**src/rtl/lvds_pll_pkg.sv**
```systemverilog
// rtl/lvds_pll_pkg.sv - shared types, reset defaults and width helper for the LVDS PLL controller
// Contents: state_e (controller states), *_INIT_DEF (dynamic-adjust reset values),
//           cnt_width() (counter width able to hold the largest timing parameter).
package lvds_pll_pkg;

  typedef enum logic [2:0] {
    RESET_HOLD,
    WAIT_LOCK,
    FILTER,
    READY,
    SETTLE
  } state_e;

  localparam logic [3:0] PSDA_INIT_DEF = 4'b0000;
  localparam logic [3:0] DUTY_INIT_DEF = 4'b1000;
  localparam logic [3:0] FDLY_INIT_DEF = 4'b0000;

  // Bits needed to hold the largest of the four timing parameters as a count value.
  function automatic int cnt_width(input int a, input int b, input int c, input int d);
    int m;
    m = a;
    if (b > m) m = b;
    if (c > m) m = c;
    if (d > m) m = d;
    return $clog2(m + 1);
  endfunction

endpackage

```
**src/rtl/lvds_sync2.sv**
```systemverilog
// rtl/lvds_sync2.sv - two-flop synchronizer, clears to 0 on reset
// Ports: clk_i (destination clock), rst_ni (async active-low reset),
//        d_i (asynchronous input), q_o (synchronized output).
module lvds_sync2 (
  input  logic clk_i,
  input  logic rst_ni,
  input  logic d_i,
  output logic q_o
);

  logic meta_q;
  logic sync_q;

  always_ff @(posedge clk_i or negedge rst_ni) begin
    if (!rst_ni) begin
      meta_q <= 1'b0;
      sync_q <= 1'b0;
    end else begin
      meta_q <= d_i;
      sync_q <= meta_q;
    end
  end

  assign q_o = sync_q;

endmodule

```
**src/rtl/lvds_pll_ctrl.sv**
```systemverilog
// rtl/lvds_pll_ctrl.sv - LVDS TX rPLL sequencer: reset, lock filtering, recovery, dynamic adjust
// Ports: clk/rst_n (control clock, async active-low reset); pll_reset, pll_lock (PLL reset/lock);
//        psda/dutyda/fdly (dynamic adjust to PLL); cfg_req/cfg_psda/cfg_duty/cfg_fdly/cfg_ack/cfg_busy
//        (four-phase change request); relock_req (forced re-reset); clk_ready, lock_loss_cnt,
//        timeout_err (status).
module lvds_pll_ctrl
  import lvds_pll_pkg::*;
#(
  parameter int         RST_CYCLES    = 16,
  parameter int         LOCK_FILT     = 8,
  parameter int         SETTLE_CYCLES = 64,
  parameter int         LOCK_TIMEOUT  = 65535,
  parameter logic [3:0] PSDA_INIT     = PSDA_INIT_DEF,
  parameter logic [3:0] DUTY_INIT     = DUTY_INIT_DEF,
  parameter logic [3:0] FDLY_INIT     = FDLY_INIT_DEF
) (
  input  logic       clk,
  input  logic       rst_n,
  output logic       pll_reset,
  input  logic       pll_lock,
  output logic [3:0] psda,
  output logic [3:0] dutyda,
  output logic [3:0] fdly,
  input  logic       cfg_req,
  input  logic [3:0] cfg_psda,
  input  logic [3:0] cfg_duty,
  input  logic [3:0] cfg_fdly,
  output logic       cfg_ack,
  output logic       cfg_busy,
  input  logic       relock_req,
  output logic       clk_ready,
  output logic [7:0] lock_loss_cnt,
  output logic       timeout_err
);

  localparam int CW = cnt_width(RST_CYCLES, LOCK_FILT, SETTLE_CYCLES, LOCK_TIMEOUT);

  state_e          state_q, state_d;
  logic [CW-1:0]   cnt_q, cnt_d;
  logic [CW-1:0]   to_q, to_d;
  logic [7:0]      loss_q, loss_d;
  logic            tout_q, tout_d;
  logic            pend_q, pend_d;
  logic            arm_q, arm_d;
  logic            ack_d;
  logic [3:0]      psda_q, psda_d, duty_q, duty_d, fdly_q, fdly_d;
  logic            pll_reset_q, clk_ready_q, cfg_ack_q;
  logic            lock_s;

  lvds_sync2 u_lock_sync (
    .clk_i  (clk),
    .rst_ni (rst_n),
    .d_i    (pll_lock),
    .q_o    (lock_s)
  );

  always_comb begin
    state_d = state_q;
    cnt_d   = '0;
    to_d    = to_q;
    loss_d  = loss_q;
    tout_d  = tout_q;
    pend_d  = pend_q;
    // A request only re-arms once cfg_req has been seen low, so a held request is taken once.
    arm_d   = arm_q | ~cfg_req;
    psda_d  = psda_q;
    duty_d  = duty_q;
    fdly_d  = fdly_q;
    ack_d   = 1'b0;

    case (state_q)
      RESET_HOLD: begin
        to_d = '0;
        if (cnt_q == CW'(RST_CYCLES - 1)) state_d = WAIT_LOCK;
        else                              cnt_d   = cnt_q + CW'(1);
      end
      WAIT_LOCK: begin
        to_d = to_q + CW'(1);
        if (lock_s) begin
          // The detecting cycle already counts as the first filtered lock cycle.
          state_d = (LOCK_FILT <= 1) ? READY : FILTER;
          cnt_d   = CW'(1);
        end else if (to_d == CW'(LOCK_TIMEOUT)) begin
          tout_d  = 1'b1;
          state_d = RESET_HOLD;
        end
      end
      FILTER: begin
        // Timeout counter is deliberately kept so repeated glitches still time out.
        if (!lock_s)                                 state_d = WAIT_LOCK;
        else if (cnt_q + CW'(1) >= CW'(LOCK_FILT))   state_d = READY;
        else                                         cnt_d   = cnt_q + CW'(1);
      end
      READY: begin
        if (!lock_s) begin
          if (loss_q != 8'hFF) loss_d = loss_q + 8'd1;
          state_d = RESET_HOLD;
        end else if (relock_req) begin
          state_d = RESET_HOLD;
        end else if (arm_q && cfg_req) begin
          state_d = SETTLE;
          psda_d  = cfg_psda;
          duty_d  = cfg_duty;
          fdly_d  = cfg_fdly;
          pend_d  = 1'b1;
          arm_d   = 1'b0;
        end
      end
      SETTLE: begin
        if (!lock_s) begin
          if (loss_q != 8'hFF) loss_d = loss_q + 8'd1;
          state_d = RESET_HOLD;
        end else if (relock_req) begin
          state_d = RESET_HOLD;
        end else if (cnt_q == CW'(SETTLE_CYCLES - 1)) begin
          state_d = READY;
        end else begin
          cnt_d = cnt_q + CW'(1);
        end
      end
      default: state_d = RESET_HOLD;
    endcase

    // The pending ack survives a re-reset and is issued on whichever READY entry comes next.
    if (state_d == READY && state_q != READY && pend_q) begin
      ack_d  = 1'b1;
      pend_d = 1'b0;
    end
  end

  always_ff @(posedge clk or negedge rst_n) begin
    if (!rst_n) begin
      state_q     <= RESET_HOLD;
      cnt_q       <= '0;
      to_q        <= '0;
      loss_q      <= 8'd0;
      tout_q      <= 1'b0;
      pend_q      <= 1'b0;
      arm_q       <= 1'b0;
      psda_q      <= PSDA_INIT;
      duty_q      <= DUTY_INIT;
      fdly_q      <= FDLY_INIT;
      pll_reset_q <= 1'b1;
      clk_ready_q <= 1'b0;
      cfg_ack_q   <= 1'b0;
    end else begin
      state_q     <= state_d;
      cnt_q       <= cnt_d;
      to_q        <= to_d;
      loss_q      <= loss_d;
      tout_q      <= tout_d;
      pend_q      <= pend_d;
      arm_q       <= arm_d;
      psda_q      <= psda_d;
      duty_q      <= duty_d;
      fdly_q      <= fdly_d;
      pll_reset_q <= (state_d == RESET_HOLD);
      clk_ready_q <= (state_d == READY);
      cfg_ack_q   <= ack_d;
    end
  end

  assign pll_reset     = pll_reset_q;
  assign psda          = psda_q;
  assign dutyda        = duty_q;
  assign fdly          = fdly_q;
  assign cfg_ack       = cfg_ack_q;
  assign cfg_busy      = (state_q != READY);
  assign clk_ready     = clk_ready_q;
  assign lock_loss_cnt = loss_q;
  assign timeout_err   = tout_q;

endmodule

```
**config.mk**
```make
export PLATFORM = sky130hd
export DESIGN_NAME = lvds_pll_ctrl
export DESIGN_NICKNAME = d
export VERILOG_FILES = /design/src/rtl/lvds_pll_pkg.sv /design/src/rtl/lvds_sync2.sv /design/src/rtl/lvds_pll_ctrl.sv
export SDC_FILE = /design/constraint.sdc
export NUM_CORES = 1
export LEC_CHECK = 0
export ABC_AREA = 1
export CORE_ASPECT_RATIO = 1.5
export CORE_MARGIN = 2
export CORE_UTILIZATION = 60
export DETAILED_ROUTE_END_ITERATION = 8
export PLACE_DENSITY = 0.89
export SYNTH_ARGS = -nofsm -noshare
export SYNTH_HDL_FRONTEND = slang
export SYNTH_HIERARCHICAL = 1
export SYNTH_SLANG_ARGS = --single-unit
```
**constraint.sdc**
```tcl
create_clock -name clk -period 5.9 [get_ports clk]
set_clock_uncertainty 0.15 [all_clocks]
set_input_delay 1.18 -clock clk [delete_from_list [all_inputs] [get_ports clk]]
set_output_delay 1.18 -clock clk [all_outputs]
set_load 0.05 [all_outputs]
```
==> metrics, run 1 <==
CP arrival 1.91 ns; Slew @ Worst Pin 0.829 ns; Peak Freq 0.309 GHz; slowest cell on the critical path clkdlybuf4s50_1; Die X 64.9 um; post-DR vias/cell 5.43; PD cells 309 nW/um^2; Worst Path Buf+Inv 3; CTS tree built; ANT cells 0; setup ws final 2.66 ns; layout net count 483; Worst VDD drop 0.314 mV; DRT iter0 DRCs 236; Num CTS Buffers 9; most frequent cells in the layout 111 x nand2_1, 61 x dfrtp_1, 51 x inv_1; syn nets 434; Die H 95.4 um; H-tree Lvls 3; CP required 4.57 ns; Synth area leaders dfrtp_1 46%, nand2_1 12%, inv_1 5.7%, nand3_1 5.2%, nor2_1 4.5%; Tcrit/Tclk final 0.549; CP endpoint kind primary output; layout cells sized above 1 0.133; Seq/Total Area, Yosys 0.473; Min Clock Period, post-route 3.24 ns; Routed WL 7.39 mm; Rel. slew slack 0.445; worst hold path type flip-flop to flip-flop; CTS Buffer Depth 2; hold_buf cts 0; RSZ-0062 raised after global routing false; cts repair resizes 0; initial antenna violation count 0; clk root buf clkbuf_8; # rows 33; cell taking the most area after synthesis dfrtp_1; Worst Setup Path Type flip-flop to primary output; Core ar. 5410 sq um; CP most frequent cell inv_1; most common cell after layout, fill and taps aside nand2_1; Gate Count Post-Synth 412; status completed; Worst Path Max Fanout 4; max cap viols 0; CP top delay family buffers and inverters; synth warn 6; Reg area 1580 sq um; Post-Syn Area 3340 sq um; Synth-to-Final Area Change 20.0%; syn_area_per_cell 8.11 sq um; multi-input logic area 1540 sq um; Post-DRT Antenna Nets 0; port buffer count 41; starting density of the core 0.618; first-pass GRT wire length 12.5 mm; final setup vio count 0; crit path launch type flip-flop; GRT Total Usage 0.266; Final Hold Viols 0; gpl congestion 0.864; Clock Latency Late Sink 0.34 ns; detailed placer's ending HPWL 5.51 mm; Sink Count 63; CP cell instances inv_1, nor3_2, inv_1, clkdlybuf4s50_1; # DRC 0; largest net degree at the start of global routing 64; Synth cell types 28; Fillers 394; max-slew violation count 0; total number of vias 2911; Leakage 1.81 nW; Top Ports 42; CTS clk-pin slew, worst paths 0.07 ns; GR Overflow Total 0; CP max stage delay 0.86 ns; Setup Fix Bufs, Post-CTS 0; vias in the first global route 2914; DR pass1 iterations 4; post-detailed-route wirelength per cell 13.8 um; setup total negative slack 0 ns; flops & latches, synth 63; post-synth top area share 0.457; DP Worst Slack 2.69 ns; Die ar. 6190 sq um
-- kinds of logic (layout without fill, tap and decap cells) --
kind of cell    count (synthesis)  count (layout)  synth area share
simple gates                  229             229             0.314
flops                          63              63             0.473
buf+inv                        57             111            0.0663
compound gates                 36              36            0.0611
mux                            13              13            0.0438
xor+xnor                        9               9            0.0236
fa+ha+maj                       5               5            0.0187
-- report_power, final --
group          switching, mW  internal (mW)
combinational          0.237          0.116
sequential            0.0422          0.483
clock                  0.168          0.193
total                  0.448          0.792
-- area by class of cell --
class | count | area share
Clock buffer | 10 | 0.0318
Clock inverter | 6 | 0.0153
Inverter | 53 | 0.0496
Multi-Input combinational cell | 292 | 0.384
Sequential cell | 63 | 0.394
Tap cell | 70 | 0.0219
Timing Repair Buffer | 42 | 0.103
-- registers in the layout, indices dropped and copies added (netlist names) --
name / count
cnt_q: 16
to_q: 16
lock_loss_cnt: 8
dutyda: 4
fdly: 4
psda: 4
state_q: 3
arm_q: 1
cfg_ack: 1
clk_ready: 1
pend_q: 1
pll_reset: 1
timeout_err: 1
u_lock_sync/meta_q: 1
u_lock_sync/q_o: 1
-- worst paths after layout --
path,startpoint,to,slack (ns),cells after the start
max,state_q[0],cfg_busy,2.66,4
min reg2reg,u_lock_sync/meta_q,u_lock_sync/q_o,0.20,0
max in group asynchronous,rst_n,cnt_q[14],4.23,2
max reg2reg,state_q[2],pend_q,2.93,8
min in group asynchronous,rst_n,to_q[2],0.84,2
min,u_lock_sync/meta_q,u_lock_sync/q_o,0.20,0
-- synth_stat cells --
library cell / number
a21boi_0: 1
a21oi_1: 5
a21oi_2: 2
a31o_2: 1
buf_6: 1
clkbuf_1: 3
dfrtp_1: 61
dfstp_2: 2
ha_1: 5
inv_1: 51
inv_2: 2
mux2_2: 13
nand2_1: 111
nand2_2: 2
nand3_1: 35
nand3_2: 5
nand4_1: 14
nor2_1: 40
nor2_2: 13
nor2_4: 4
nor3_1: 4
nor3_2: 1
o2111ai_1: 1
o21ai_0: 19
o21ai_1: 2
o22ai_1: 5
xnor2_1: 2
xor2_1: 7
-- through the flow --
step	util	instances	total power, mW	hold WS (ns)	instance area, sq um
3_3_place_gp	0.706	520	0.876	0.187	3820
5_1_grt	0.741	536	1.31	0.211	4010
3_5_place_dp	0.706	520	0.888	0.191	3820
6_report	0.741	536	1.24	0.203	4010
4_1_cts	0.741	536	1.25	0.206	4010
2_1_floorplan	-	412	0.790	0.181	3340
-- metal layers --
metal,global-route usage,share of wire
met1,0.293,0.37
met2,0.479,0.56
met3,0.0460,0.035
met4,0.151,0.038
met5,0,0
No activity file was read; power rests on OpenSTA's default activity.
==> run 2: changes to the inputs <==
--- a/config.mk
+++ b/config.mk
@@ -8,9 +8,9 @@
 export ABC_AREA = 1
 export CORE_ASPECT_RATIO = 1.5
 export CORE_MARGIN = 2
-export CORE_UTILIZATION = 60
+export CORE_UTILIZATION = 55
 export DETAILED_ROUTE_END_ITERATION = 8
-export PLACE_DENSITY = 0.89
+export PLACE_DENSITY = 0.83
 export SYNTH_ARGS = -nofsm -noshare
 export SYNTH_HDL_FRONTEND = slang
 export SYNTH_HIERARCHICAL = 1
==> constraint.sdc (replaced) <==
create_clock -name clk -period 3 [get_ports clk]
set_clock_uncertainty 0.15 [all_clocks]
set_input_delay 0.6 -clock clk [delete_from_list [all_inputs] [get_ports clk]]
set_output_delay 0.6 -clock clk [all_outputs]
set_load 0.05 [all_outputs]
==> run 2 against run 1 <==
  * Critical path depth did not move
  * Largest cell class unchanged
  * Total power rose by 110%
  * Via count fell by 1.0%
  * Global-route usage fell by 2.0 points
==> metrics, run 2 (synthesized netlist as in run 1, its figures left out) <==
Worst Setup Path Type flip-flop to primary output; Slew @ Worst Pin 0.790 ns (-0.0394 ns); fin cells 541 (+0.93%); reg-to-reg startpoint cnt_q[0]; Worst Path Buf+Inv 3 (unchanged); most common cell after layout, fill and taps aside nand2_1; placed cells 525 (+0.96%); clock power share 0.315 (+0.024); Worst Path Max Fanout 4 (unchanged); max cap viols 0 (unchanged); Die ar. 6730 sq um (+8.6%); hold_buf cts 0 (unchanged); cts repair resizes 0 (unchanged); vias in the first global route 2880 (-1.2%); largest net degree at the start of global routing 36 (-44%); switch share 0.353 (-0.00801); first-pass GRT wire length 12.4 mm (-1.1%); Clock Latency Late Sink 0.35 ns (about the same); CTS Buffer Depth 2 (unchanged); Peak Freq 0.384 GHz; CP most frequent cell inv_1; Synth-to-Final Area Change 21.4%; # rows 34 (+3.0%); Tcrit/Tclk final 0.869; starting density of the core 0.573 (-0.0444); Fillers 445 (+13%); layout cells sized above 1 0.139 (+0.00555); Min Clock Period, post-route 2.61 ns; final setup vio count 0 (unchanged); Core ar. 5830 sq um (+7.7%); initial antenna violation count 0 (unchanged); port buffer count 41 (unchanged); reg2reg end cnt_q[0]; Flop pwr share 0.405 (-0.018); CP arrival 1.86 ns (-0.05 ns); layout net count 486 (+0.62%); post-detailed-route wirelength per cell 13.9 um (+0.46%); RSZ-0062 raised after global routing false; CP max stage delay 0.84 ns (-0.02 ns); CP required 2.25 ns (-2.32 ns); max-slew violation count 0 (unchanged); setup total negative slack 0 ns (unchanged); worst reg-to-reg setup slack 0.63 ns (-2.30 ns); slowest cell on the critical path clkdlybuf4s50_1; gpl congestion 0.848 (-1.9%); # DRC 0 (unchanged); CP top delay family buffers and inverters; Post-DRT Antenna Nets 0 (unchanged); CP endpoint kind primary output; crit path launch type flip-flop; post-DR vias/cell 5.33 (-1.9%); worst hold path type input pin to async pin; GR Overflow Total 0 (unchanged); DRT iter0 DRCs 209 (-11%); H-tree Lvls 3 (unchanged); PD cells 630 nW/um^2 (+100%); ANT cells 0 (unchanged); CP cell instances inv_1, nor3_2, inv_1, clkdlybuf4s50_1; DR pass1 iterations 4 (unchanged); total number of vias 2882 (-1.0%); Worst VDD drop 0.513 mV (+64%); Sink Count 63 (unchanged); status completed; Leakage 1.83 nW (+1.1%); Num CTS Buffers 9 (unchanged); Die H 99.5 um (+4.3%); CTS tree built; combinational power share 0.280 (-0.005); Setup Fix Bufs, Post-CTS 0 (unchanged); Top Ports 42 (unchanged); detailed placer's ending HPWL 5.51 mm (about the same); Rel. slew slack 0.473 (+0.0283); Die X 67.6 um (+4.2%); clk root buf clkbuf_8; most frequent cells in the layout 111 x nand2_1, 61 x dfrtp_1, 51 x inv_1; Routed WL 7.49 mm (+1.4%); Int Power 1.65 mW (+110%); CTS clk-pin slew, worst paths 0.07 ns (about the same); GRT Total Usage 0.246 (-0.0204); Final Hold Viols 0 (unchanged); sw power 0.903 mW (+100%); worst reg-to-reg path cell count 12 (+4)
## run 2: cell types whose count changed in the layout (fill, tap and decap cells not counted), sizes merged
cell / change
buf: +3
bufinv: +1
clkinvlp: +1
clkinv: -2
## run 2: layer usage
metal  share of wire  global-route usage  up-vias
met5               0                   0        -
met4           0.021               0.113        0
met3           0.037              0.0441       16
met2            0.55               0.452       63
met1            0.39               0.259     1365
li1                -                   -     1438
## run 2: area by class of cell
type | instances | area, sq um | area share
Clock buffer | 10 | 128 | 0.0315
Sequential cell | 63 | 1580 | 0.389
Tap cell | 72 | 90.1 | 0.0222
Multi-Input combinational cell | 292 | 1540 | 0.380
Timing Repair Buffer | 45 | 435 | 0.107
Clock inverter | 6 | 85.1 | 0.0210
Inverter | 53 | 199 | 0.0490
## run 2: worst max-delay path by stage
stage / from / depth (start not counted) / end / slack, ns
final: state_q[0] / 4 / cfg_busy / 0.39
after global routing: state_q[1] / 4 / cfg_busy / 0.32
after CTS: state_q[0] / 4 / cfg_busy / 0.38
after detailed placement: relock_req / 6 / psda[2] / 0.45
after global placement: relock_req / 6 / psda[1] / 0.47
after floorplan: state_q[0] / 7 / dutyda[1] / 0.89
## run 2: power by group through the flow
stage	Sequential, mW	Combinational [mW]	Clock [mW]
after floorplan	1.18	0.378	0
after global placement	1.04	0.702	0
after detailed placement	1.05	0.719	0
after CTS	1.03	0.725	0.809
after global routing	1.05	0.781	0.849
final	1.03	0.717	0.806
## run 2: per-stage QoR
| stage | utilization | cell area (sq um) | power (mW) | setup WS [ns] | hold WS, ns |
|---|---|---|---|---|---|
| floorplan | - | 3340 | 1.55 | 0.894 | 0.154 |
| global placement | 0.660 | 3840 | 1.75 | 0.469 | 0.185 |
| detailed placement | 0.660 | 3840 | 1.77 | 0.447 | 0.185 |
| CTS | 0.696 | 4060 | 2.57 | 0.380 | 0.200 |
| global route | 0.696 | 4060 | 2.68 | 0.320 | 0.221 |
| finish | 0.696 | 4060 | 2.56 | 0.393 | 0.183 |
